<file path="config.mk">
export PLATFORM = sky130hd
export DESIGN_NAME = unified_mem_arbiter_flat
export DESIGN_NICKNAME = d
export VERILOG_FILES = /design/src/rtl/unified_mem_arbiter_if.sv /design/src/rtl/unified_mem_arbiter.sv /design/src/flat_wrapper.sv
export SDC_FILE = /design/constraint.sdc
export NUM_CORES = 1
export LEC_CHECK = 0
export ABC_CLOCK_PERIOD_IN_PS = 1850
export CAP_MARGIN = 10
export CORE_AREA = 2 2 164 102
export DETAILED_ROUTE_END_ITERATION = 16
export DIE_AREA = 0 0 166 104
export PLACE_DENSITY = 0.75
export SYNTH_ARGS = -nofsm -noshare
export SYNTH_HDL_FRONTEND = slang
export SYNTH_SLANG_ARGS = --single-unit
export TNS_END_PERCENT = 5
</file>
<file path="constraint.sdc">
create_clock -name clk -period 1.85 [get_ports clk]
set_clock_uncertainty 0.1 [all_clocks]
set_input_delay 0.2775 -clock clk [delete_from_list [all_inputs] [get_ports clk]]
set_output_delay 0.2775 -clock clk [all_outputs]
set_load 0.03 [all_outputs]
</file>
<file path="src/rtl/unified_mem_arbiter_if.sv">
// Bus bundle between the pipeline requesters, the arbiter and the single-port memory.
// The arbiter uses the slave view; the pipeline/memory environment uses the master view.
interface unified_mem_arbiter_if #(
   parameter int ADDR_WIDTH = 32,
   parameter int DATA_WIDTH = 32
);
   logic                  inst_ren;
   logic [ADDR_WIDTH-1:0] inst_addr;
   logic                  inst_flush;
   logic [DATA_WIDTH-1:0] inst_data;
   logic                  inst_ready;

   logic                  mem_ren;
   logic                  mem_wen;
   logic [ADDR_WIDTH-1:0] mem_addr;
   logic [DATA_WIDTH-1:0] mem_dout;
   logic [DATA_WIDTH-1:0] mem_din;
   logic                  mem_ready;

   logic                  ram_req;
   logic                  ram_we;
   logic [ADDR_WIDTH-1:0] ram_addr;
   logic [DATA_WIDTH-1:0] ram_wdata;
   logic [DATA_WIDTH-1:0] ram_rdata;
   logic                  ram_ack;

   logic                  bus_err;
   logic                  if_stall;
   logic                  mem_stall;

   modport slave (
      input  inst_ren, inst_addr, inst_flush,
      input  mem_ren, mem_wen, mem_addr, mem_dout,
      input  ram_rdata, ram_ack,
      output inst_data, inst_ready,
      output mem_din, mem_ready,
      output ram_req, ram_we, ram_addr, ram_wdata,
      output bus_err, if_stall, mem_stall
   );

   modport master (
      output inst_ren, inst_addr, inst_flush,
      output mem_ren, mem_wen, mem_addr, mem_dout,
      output ram_rdata, ram_ack,
      input  inst_data, inst_ready,
      input  mem_din, mem_ready,
      input  ram_req, ram_we, ram_addr, ram_wdata,
      input  bus_err, if_stall, mem_stall
   );
endinterface

</file>
<file path="src/rtl/unified_mem_arbiter.sv">
// Shares one single-port memory between instruction fetch and data access.
// Data wins by default; a streak counter forces fetch through after MAX_DATA_STREAK contested data grants.
module unified_mem_arbiter #(
   parameter int ADDR_WIDTH      = 32,
   parameter int DATA_WIDTH      = 32,
   parameter int MAX_DATA_STREAK = 4,
   parameter int TIMEOUT         = 64
) (
   input logic                  clk,
   input logic                  rst_n,
   unified_mem_arbiter_if.slave bus
);

   typedef enum logic [2:0] {
      IDLE,
      BUSY_I,
      BUSY_D,
      RESP_I,
      RESP_D
   } state_t;

   localparam int STREAK_W = (MAX_DATA_STREAK > 0) ? $clog2(MAX_DATA_STREAK + 1) : 1;
   localparam int WAIT_W   = (TIMEOUT > 1) ? $clog2(TIMEOUT) : 1;
   localparam logic [STREAK_W-1:0] STREAK_MAX = STREAK_W'(MAX_DATA_STREAK);
   localparam logic [WAIT_W-1:0]   WAIT_LAST  = WAIT_W'((TIMEOUT > 0) ? TIMEOUT - 1 : 0);
   localparam bit TIMEOUT_EN = (TIMEOUT > 0);

   state_t                state_q, state_d;
   logic                  ram_req_q, ram_req_d;
   logic                  ram_we_q, ram_we_d;
   logic [ADDR_WIDTH-1:0] ram_addr_q, ram_addr_d;
   logic [DATA_WIDTH-1:0] ram_wdata_q, ram_wdata_d;
   logic [DATA_WIDTH-1:0] inst_data_q, inst_data_d;
   logic [DATA_WIDTH-1:0] mem_din_q, mem_din_d;
   logic [STREAK_W-1:0]   streak_q, streak_d;
   logic [WAIT_W-1:0]     wait_q, wait_d;
   logic                  drop_q, drop_d;
   logic                  bus_err_q, bus_err_d;

   logic data_pend;
   logic streak_ok;
   logic timeout_hit;
   logic drop_now;

   assign data_pend   = bus.mem_ren | bus.mem_wen;
   assign streak_ok   = (streak_q < STREAK_MAX);
   assign timeout_hit = TIMEOUT_EN && (wait_q == WAIT_LAST) && !bus.ram_ack;
   assign drop_now    = drop_q | bus.inst_flush;

   always_comb begin
      state_d     = state_q;
      ram_req_d   = ram_req_q;
      ram_we_d    = ram_we_q;
      ram_addr_d  = ram_addr_q;
      ram_wdata_d = ram_wdata_q;
      inst_data_d = inst_data_q;
      mem_din_d   = mem_din_q;
      streak_d    = streak_q;
      wait_d      = wait_q;
      drop_d      = drop_q;
      bus_err_d   = bus_err_q;

      unique case (state_q)
         IDLE: begin
            if (data_pend && (!bus.inst_ren || streak_ok)) begin
               state_d     = BUSY_D;
               ram_req_d   = 1'b1;
               ram_we_d    = bus.mem_wen;
               ram_addr_d  = bus.mem_addr;
               ram_wdata_d = bus.mem_dout;
               wait_d      = '0;
               // Only a grant that made fetch wait counts toward forcing fetch through.
               if (bus.inst_ren) begin
                  streak_d = streak_q + STREAK_W'(1);
               end
            end else if (bus.inst_ren) begin
               state_d     = BUSY_I;
               ram_req_d   = 1'b1;
               ram_we_d    = 1'b0;
               ram_addr_d  = bus.inst_addr;
               ram_wdata_d = '0;
               wait_d      = '0;
               streak_d    = '0;
               drop_d      = bus.inst_flush;
            end
         end

         BUSY_I, BUSY_D: begin
            if (bus.ram_ack || timeout_hit) begin
               ram_req_d = 1'b0;
               ram_we_d  = 1'b0;
               wait_d    = '0;
               if (timeout_hit) begin
                  bus_err_d = 1'b1;
               end
               if (state_q == BUSY_I) begin
                  // A redirected fetch finishes on the memory side but is never reported.
                  if (drop_now) begin
                     state_d = IDLE;
                     drop_d  = 1'b0;
                  end else begin
                     inst_data_d = bus.ram_ack ? bus.ram_rdata : '0;
                     state_d     = RESP_I;
                  end
               end else begin
                  if (!ram_we_q) begin
                     mem_din_d = bus.ram_ack ? bus.ram_rdata : '0;
                  end
                  state_d = RESP_D;
               end
            end else begin
               if (TIMEOUT_EN) begin
                  wait_d = wait_q + WAIT_W'(1);
               end
               if (state_q == BUSY_I) begin
                  drop_d = drop_now;
               end
            end
         end

         RESP_I, RESP_D: begin
            state_d = IDLE;
         end

         default: begin
            state_d = IDLE;
         end
      endcase
   end

   always_ff @(posedge clk or negedge rst_n) begin
      if (!rst_n) begin
         state_q     <= IDLE;
         ram_req_q   <= 1'b0;
         ram_we_q    <= 1'b0;
         ram_addr_q  <= '0;
         ram_wdata_q <= '0;
         inst_data_q <= '0;
         mem_din_q   <= '0;
         streak_q    <= '0;
         wait_q      <= '0;
         drop_q      <= 1'b0;
         bus_err_q   <= 1'b0;
      end else begin
         state_q     <= state_d;
         ram_req_q   <= ram_req_d;
         ram_we_q    <= ram_we_d;
         ram_addr_q  <= ram_addr_d;
         ram_wdata_q <= ram_wdata_d;
         inst_data_q <= inst_data_d;
         mem_din_q   <= mem_din_d;
         streak_q    <= streak_d;
         wait_q      <= wait_d;
         drop_q      <= drop_d;
         bus_err_q   <= bus_err_d;
      end
   end

   assign bus.ram_req    = ram_req_q;
   assign bus.ram_we     = ram_we_q;
   assign bus.ram_addr   = ram_addr_q;
   assign bus.ram_wdata  = ram_wdata_q;
   assign bus.inst_data  = inst_data_q;
   assign bus.mem_din    = mem_din_q;
   assign bus.bus_err    = bus_err_q;
   assign bus.inst_ready = (state_q == RESP_I);
   assign bus.mem_ready  = (state_q == RESP_D);
   assign bus.if_stall   = bus.inst_ren & ~bus.inst_ready;
   assign bus.mem_stall  = data_pend & ~bus.mem_ready;

endmodule
</file>
<file path="src/flat_wrapper.sv">
// flat-port wrapper written by rule: the top's interface ports become plain ports
module unified_mem_arbiter_flat 
#(
   parameter int ADDR_WIDTH      = 32,
   parameter int DATA_WIDTH      = 32,
   parameter int MAX_DATA_STREAK = 4,
   parameter int TIMEOUT         = 64
)
  (clk, rst_n, bus_inst_ren, bus_inst_addr, bus_inst_flush, bus_mem_ren, bus_mem_wen, bus_mem_addr, bus_mem_dout, bus_ram_rdata, bus_ram_ack, bus_inst_data, bus_inst_ready, bus_mem_din, bus_mem_ready, bus_ram_req, bus_ram_we, bus_ram_addr, bus_ram_wdata, bus_bus_err, bus_if_stall, bus_mem_stall);
  unified_mem_arbiter_if #(.ADDR_WIDTH(ADDR_WIDTH), .DATA_WIDTH(DATA_WIDTH)) bus_i ();
  input logic clk;
  input logic rst_n;
  input wire logic [$bits(bus_i.inst_ren)-1:0] bus_inst_ren;
  input wire logic [$bits(bus_i.inst_addr)-1:0] bus_inst_addr;
  input wire logic [$bits(bus_i.inst_flush)-1:0] bus_inst_flush;
  input wire logic [$bits(bus_i.mem_ren)-1:0] bus_mem_ren;
  input wire logic [$bits(bus_i.mem_wen)-1:0] bus_mem_wen;
  input wire logic [$bits(bus_i.mem_addr)-1:0] bus_mem_addr;
  input wire logic [$bits(bus_i.mem_dout)-1:0] bus_mem_dout;
  input wire logic [$bits(bus_i.ram_rdata)-1:0] bus_ram_rdata;
  input wire logic [$bits(bus_i.ram_ack)-1:0] bus_ram_ack;
  output wire logic [$bits(bus_i.inst_data)-1:0] bus_inst_data;
  output wire logic [$bits(bus_i.inst_ready)-1:0] bus_inst_ready;
  output wire logic [$bits(bus_i.mem_din)-1:0] bus_mem_din;
  output wire logic [$bits(bus_i.mem_ready)-1:0] bus_mem_ready;
  output wire logic [$bits(bus_i.ram_req)-1:0] bus_ram_req;
  output wire logic [$bits(bus_i.ram_we)-1:0] bus_ram_we;
  output wire logic [$bits(bus_i.ram_addr)-1:0] bus_ram_addr;
  output wire logic [$bits(bus_i.ram_wdata)-1:0] bus_ram_wdata;
  output wire logic [$bits(bus_i.bus_err)-1:0] bus_bus_err;
  output wire logic [$bits(bus_i.if_stall)-1:0] bus_if_stall;
  output wire logic [$bits(bus_i.mem_stall)-1:0] bus_mem_stall;
  assign bus_i.inst_ren = bus_inst_ren;
  assign bus_i.inst_addr = bus_inst_addr;
  assign bus_i.inst_flush = bus_inst_flush;
  assign bus_i.mem_ren = bus_mem_ren;
  assign bus_i.mem_wen = bus_mem_wen;
  assign bus_i.mem_addr = bus_mem_addr;
  assign bus_i.mem_dout = bus_mem_dout;
  assign bus_i.ram_rdata = bus_ram_rdata;
  assign bus_i.ram_ack = bus_ram_ack;
  assign bus_inst_data = bus_i.inst_data;
  assign bus_inst_ready = bus_i.inst_ready;
  assign bus_mem_din = bus_i.mem_din;
  assign bus_mem_ready = bus_i.mem_ready;
  assign bus_ram_req = bus_i.ram_req;
  assign bus_ram_we = bus_i.ram_we;
  assign bus_ram_addr = bus_i.ram_addr;
  assign bus_ram_wdata = bus_i.ram_wdata;
  assign bus_bus_err = bus_i.bus_err;
  assign bus_if_stall = bus_i.if_stall;
  assign bus_mem_stall = bus_i.mem_stall;
  unified_mem_arbiter #(.ADDR_WIDTH(ADDR_WIDTH), .DATA_WIDTH(DATA_WIDTH), .MAX_DATA_STREAK(MAX_DATA_STREAK), .TIMEOUT(TIMEOUT)) u_core (.clk(clk), .rst_n(rst_n), .bus(bus_i));
endmodule
</file>
==> results of run 1 <==
-- timing repair --
| action | in CTS | in global routing |
|---|---|---|
| setup buffers | 2 | 1 |
| resized for setup | 39 | 73 |
| setup endpoints to repair | 36 | 139 |
| hold buffers | 1 | 0 |
| endpoints found under the hold margin | 34 | 0 |
| pin swaps | 1 | 16 |
| cloned | 0 | 1 |
-- worst max-delay path, delay by kind of cell, from the launching register on --
kind	cells	cell delay, ns
AND/OR/NAND/NOR	2	0.64
flip-flops	1	0.38
buffers and inverters	2	0.31
AO/OA/AOI/OAI	2	0.31
-- placed cells by master (no fill, tap or decap), types with 3 or more instances in the layout --
cell / count
clkbuf_16: 18
clkinvlp_4: 3
a21oi_1: 4
dfrtp_1: 143
inv_6: 5
buf_4: 18
buf_12: 11
a21o_1: 4
nand2_1: 38
nor2_1: 11
nand3_1: 4
clkdlybuf4s50_1: 163
o21ai_0: 34
dlymetal6s2s_1: 68
a22o_1: 97
mux2i_1: 32
inv_8: 3
dlygate4sd2_1: 33
buf_6: 4
-- where the power goes --
| group | total, W | internal, W | switching [W] |
|---|---|---|---|
| logic | 0.00890 | 0.00382 | 0.00508 |
| clock network | 0.00344 | 0.00203 | 0.00141 |
| registers | 0.00541 | 0.00457 | 0.000835 |
-- stage by stage --
| step | cell area (sq um) | hold slack, ns |
|---|---|---|
| 2_1_floorplan | 5740 | -0.118 |
| 3_3_place_gp | 8850 | 0.0949 |
| 3_5_place_dp | 8850 | 0.102 |
| 4_1_cts | 9440 | 0.232 |
| 5_1_grt | 9660 | 0.273 |
| 6_report | 9660 | 0.237 |
-- per-layer routing --
layer / part of all wire / wire length [um]
met3: 0.048 / 807
met5: 0 / 0
met4: 0.0096 / 161
met2: 0.49 / 8130
met1: 0.46 / 7640
-- layout make-up --
| type | count | area (sq um) |
|---|---|---|
| clock buffer | 18 | 429 |
| clock inverter | 14 | 165 |
| fill | 1247 | 6150 |
| inverter | 2 | 7.51 |
| multi-input combinational | 266 | 1990 |
| sequential | 144 | 3600 |
| tap | 209 | 262 |
| timing repair buffer | 299 | 3210 |
-- how the worst max path moves through the flow --
stage | from | end | slack (ns) | depth (start not counted)
floorplan | u_core.state_q[1]$_DFFE_PN0P_ | u_core.bus.inst_data[0]$_DFFE_PN0P_ | 0.06 | 6
global placement | bus_mem_wen | u_core.wait_q[5]$_DFFE_PN0P_ | -0.13 | 5
detailed placement | bus_mem_wen | u_core.bus.ram_addr[29]$_DFFE_PN0P_ | -0.19 | 5
CTS | u_core.state_q[0]$_DFFE_PN0P_ | bus_mem_ready | -0.01 | 5
global route | u_core.state_q[0]$_DFFE_PN0P_ | u_core.bus.inst_data[27]$_DFFE_PN0P_ | -0.06 | 6
finish | u_core.state_q[0]$_DFFE_PN0P_ | u_core.bus.inst_data[27]$_DFFE_PN0P_ | -0.02 | 6
-- cells by family after synthesis --
group | after synthesis | synth area share
AOI/OAI and AO/OA | 153 | 0.205
and+or+nand+nor | 74 | 0.0627
muxes | 33 | 0.0577
adders and majority gates | 2 | 0.00436
xor gates and xnor gates | 4 | 0.00610
buffers and inverters | 37 | 0.0370
DFF | 144 | 0.627
-- registers in the layout (all words and copies together) (netlist names) --
register              count
u_core.bus.inst_data     32
u_core.bus.mem_din       32
u_core.bus.ram_addr      32
u_core.bus.ram_wdata     32
u_core.wait_q             6
u_core.state_q            3
u_core.streak_q           3
u_core.bus.bus_err        1
u_core.bus.ram_req        1
u_core.bus.ram_we         1
u_core.drop_q             1
==> flow_summary.yaml, run 1 <==
logic_synthesis:
  synth_cells: 447
  netlist_top_cells_count: "dfrtp_1, a22o_1, nand2_1"
  async_flop_share: 1.00
  yosysMostFrequentCell: "dfrtp_1"
  synth.distinct_cells: 43
  yosys.area.top_type_share: 0.627
  ys_seq_area_frac: 0.627
  syn-num-nets: 584
  syn_avg_cell_area_sq_um: 12.9
  synth_top_area_cell: "dfrtp_1"
  ys.flop_type: "dfrtp_1"
  synth_enable_flop_cells: 0
  syn-cell-area_sq_um: 5740
  synth_seq_cells: 144
  yosys_warnings: 0
  netlist_top_cells_area: "dfrtp_1, a22o_1, mux2i_1, o21ai_0, nand2_1"
cells_and_area:
  final_core_util: 0.611
  stdcell_count: 952
  final_nets: 867
  insertedDiodeCount: 0
  syn_to_final_growth_pct: 68.2
  drive_gt1_frac: 0.112
route:
  dr.pass1.iters: 6
  vias: 4737
  wl_um: 16700
  drc: 0
  detail-route-antenna-nets: 0
  avgRoutedWirePerCell_um: 17.6
  via_per_inst: 4.98
  drtIter0Drc: 256
flow_run:
  drv_cap: 0
setup_path:
  r2r_end: "u_core.bus.inst_data[27]$_DFFE_PN0P_"
  r2r-start: "u_core.state_q[0]$_DFFE_PN0P_"
  path_cells: "buf_6 > or3b_4 > nor3_4 > o21ai_2 > buf_12 > a22o_1"
  path_class: "register to register"
  r2r_setup_slack_ns: -0.02
  crit_path_start_kind: "register"
  cp.required_ns: 2.03
  cpMaxStageDelayCell: "or3b_4"
  cp_slowest_stage_delay_ns: 0.39
  cp-end-kind: "register"
  reg2regPathDepth: 6
  cp.arrival_ns: 2.05
  cp_max_fo: 32
outcome:
  violations: "setup timing"
  status: "finished, violations left"
hold_path:
  worstHoldPathType: "input port to asynchronous set/reset pin"
place:
  io_buffers: 269
  dp_cells: 915
  dp_slack_ns: -0.186
  hpwlAfterDp_um: 11800
  gp_congestion: 0.821
pwr:
  power_density_nw_per_um2: 1840
  p_leak_nw: 5.15
  ir_worst_vdd_mv: 0.935
  design_power_total_w: 0.0178
cts:
  path_clk_slew_ns: 0.07
  clockBufferDepth: 2
  h-tree-depth: 4
  clk_latency_ns: 0.40
  clock-sinks: 144
  cts_tree: "built"
  cts-root-buf: "clkbuf_16"
  numCtsBuffers: 17
sta:
  fin_setup_tns_ns: -0.0933
  drv_slew: 0
  timing.final.hold_violations: 0
  slew_headroom: 0.751
  rsz0062_at_grt: "true"
  setup_viol: 13
  post-route-period-util: 1.01
  worst_slack_ns: -0.0187
  worst_pin_slew_ns: 0.373
  max_freq_mhz: 535
  min_period_ns: 1.87
die:
  ios: 270
  die_h_um: 104
  rows: 36
  die_x_um: 166
  dieArea_sq_um: 17300
  initial_utilization: 0.363
  core-area_sq_um: 15800
global_route:
  grt.overflow.total: 0
  grt_use_total: 0.189
  antenna_found_initial: 0
  grt_max_degree: 62
  grt.busiest_layer: "met2"
  met1_usage: 0.254
  grt_pass1_vias: 5082
  grt_pass1_wl_um: 26600
  use_met3: 0.0445
  gr-usage-met2: 0.310
Power figures use the tool's default switching activity.
==> run 2: changes to the inputs <==
--- a/config.mk
+++ b/config.mk
@@ -10,6 +10,7 @@
 export CORE_AREA = 2 2 164 102
 export DETAILED_ROUTE_END_ITERATION = 16
 export DIE_AREA = 0 0 166 104
+export GPL_TIMING_DRIVEN = 0
 export PLACE_DENSITY = 0.75
 export SYNTH_ARGS = -nofsm -noshare
 export SYNTH_HDL_FRONTEND = slang
==> flow_summary.yaml, run 2 (synthesis gave the netlist of run 1 again) <==
outcome:
  status: "finished, violations left"
  violations: "setup timing"
hold_path:
  hp-start: "bus_inst_ren"
  worstHoldPathType: "input port to register"
die:
  core-area_sq_um: 15800
  initial_utilization: 0.363
  die_x_um: 166
  ios: 270
  rows: 36
  dieArea_sq_um: 17300
  die_h_um: 104
route:
  avgRoutedWirePerCell_um: 18.3
  drtIter0Drc: 297
  detail-route-antenna-nets: 0
  wl_um: 17800
  drc: 0
  vias: 4941
  via_per_inst: 5.08
  dr.pass1.iters: 4
sta:
  rsz0062_at_grt: "true"
  timing.final.hold_violations: 0
  post-route-period-util: 1.04
  max_freq_mhz: 519
  drv_slew: 0
  setup_viol: 33
  worst_pin_slew_ns: 0.612
  worst_slack_ns: -0.0757
  whs_ns: 0.0918
  slew_headroom: 0.592
  fin_setup_tns_ns: -0.965
  min_period_ns: 1.93
cts:
  cts_tree: "built"
  clk_latency_ns: 0.40
  path_clk_slew_ns: 0.06
  cts-root-buf: "clkbuf_16"
  h-tree-depth: 4
  numCtsBuffers: 17
  clockBufferDepth: 2
  clock-sinks: 144
cells_and_area:
  mostFrequentLayoutCell: "clkdlybuf4s50_1"
  stdcell_count: 973
  drive_gt1_frac: 0.130
  final_core_util: 0.619
  multiInputGateArea_sq_um: 1990
  final_nets: 888
  insertedDiodeCount: 0
  final.fill_count: 1237
  final_cell_mix: "clkdlybuf4s50_1, dfrtp_1, a22o_1"
  syn_to_final_growth_pct: 70.2
  final_area_sq_um: 9780
  seq_area_sq_um: 3600
place:
  dp_cells: 925
  gp_congestion: 0.808
  hpwlAfterDp_um: 12900
  place_area_sq_um: 8720
  io_buffers: 268
global_route:
  grt_pass1_vias: 5210
  grt_use_total: 0.202
  grt.overflow.total: 0
  grt_max_degree: 79
  antenna_found_initial: 0
  grt_pass1_wl_um: 28100
setup_path:
  crit_path_start_kind: "register"
  r2r-start: "u_core.state_q[2]$_DFFE_PN0P_"
  cp.required_ns: 2.04
  path_cells: "buf_8 > or3b_4 > nor3_4 > buf_4 > o21ai_4 > buf_2 > a22o_1"
  cpMaxStageDelayCell: "or3b_4"
  crit_buf_inv: 3
  cp_slowest_stage_delay_ns: 0.40
  path_class: "register to register"
  critPathTopFamily: "simple AND/OR/NAND/NOR gates"
  cp-end-kind: "register"
  cp.arrival_ns: 2.12
  cp_max_fo: 6
  crit_start: "u_core.state_q[2]$_DFFE_PN0P_"
pwr:
  ir_worst_vdd_mv: 0.894
  power_density_nw_per_um2: 1830
  p_leak_nw: 5.33
flow_run:
  drv_cap: 0
==> run 2: metal layers <==
layer | part of all wire | vias to the layer above | GRT usage | wire length, um
met5 | 0 | - | 0 | 0
met4 | 0.0055 | 0 | 0.0373 | 97
met3 | 0.062 | 10 | 0.0666 | 1100
met2 | 0.47 | 158 | 0.320 | 8330
met1 | 0.46 | 2513 | 0.276 | 8250
li1 | - | 2260 | - | -
==> run 2: area by class of cell <==
| cell class | count | area share |
|---|---|---|
| plain buffers | 35 | 0.0297 |
| clock buffers | 19 | 0.0453 |
| clock inverters | 13 | 0.0157 |
| inverters | 2 | 0.000768 |
| multi-input cells | 266 | 0.204 |
| flip-flops and latches | 144 | 0.368 |
| well taps | 209 | 0.0267 |
| repair buffers | 285 | 0.309 |
==> run 2: worst paths after layout <==
kind	end	cells past startpoint	slack (ns)
min in group asynchronous	u_core.bus.ram_wdata[24]$_DFFE_PN0P_	2	0.31
worst max register to register	u_core.bus.inst_data[29]$_DFFE_PN0P_	7	-0.08
worst min-delay path	u_core.streak_q[2]$_DFFE_PN0P_	2	0.09
worst min register to register	u_core.bus.ram_addr[25]$_DFFE_PN0P_	2	0.38
worst max-delay path	u_core.bus.inst_data[29]$_DFFE_PN0P_	7	-0.08
max in group asynchronous	u_core.bus.mem_din[8]$_DFFE_PN0P_	3	0.55
==> run 2: what timing repair did <==
action	CTS	global route
setup buffers	11	2
hold endpoints to repair	66	0
pin swaps	9	3
cloned	1	1
hold buffers	1	0
setup endpoints to repair	170	208
resized for setup	91	101
==> run 2: where the power goes <==
part | total [W] | internal, W | switching [W]
combinational | 0.00905 | 0.00380 | 0.00525
clock | 0.00346 | 0.00205 | 0.00141
sequential | 0.00538 | 0.00457 | 0.000808
total | 0.0179 | 0.0104 | 0.00747
==> run 2: through the flow <==
| step | total power [W] | setup slack, ns |
|---|---|---|
| 3_5_place_dp | 0.0147 | -0.759 |
| 2_1_floorplan | 0.0106 | 0.0576 |
| 4_1_cts | 0.0181 | -0.115 |
| 5_1_grt | 0.0188 | -0.174 |
| 6_report | 0.0179 | -0.0757 |
| 3_3_place_gp | 0.0144 | -4.97 |
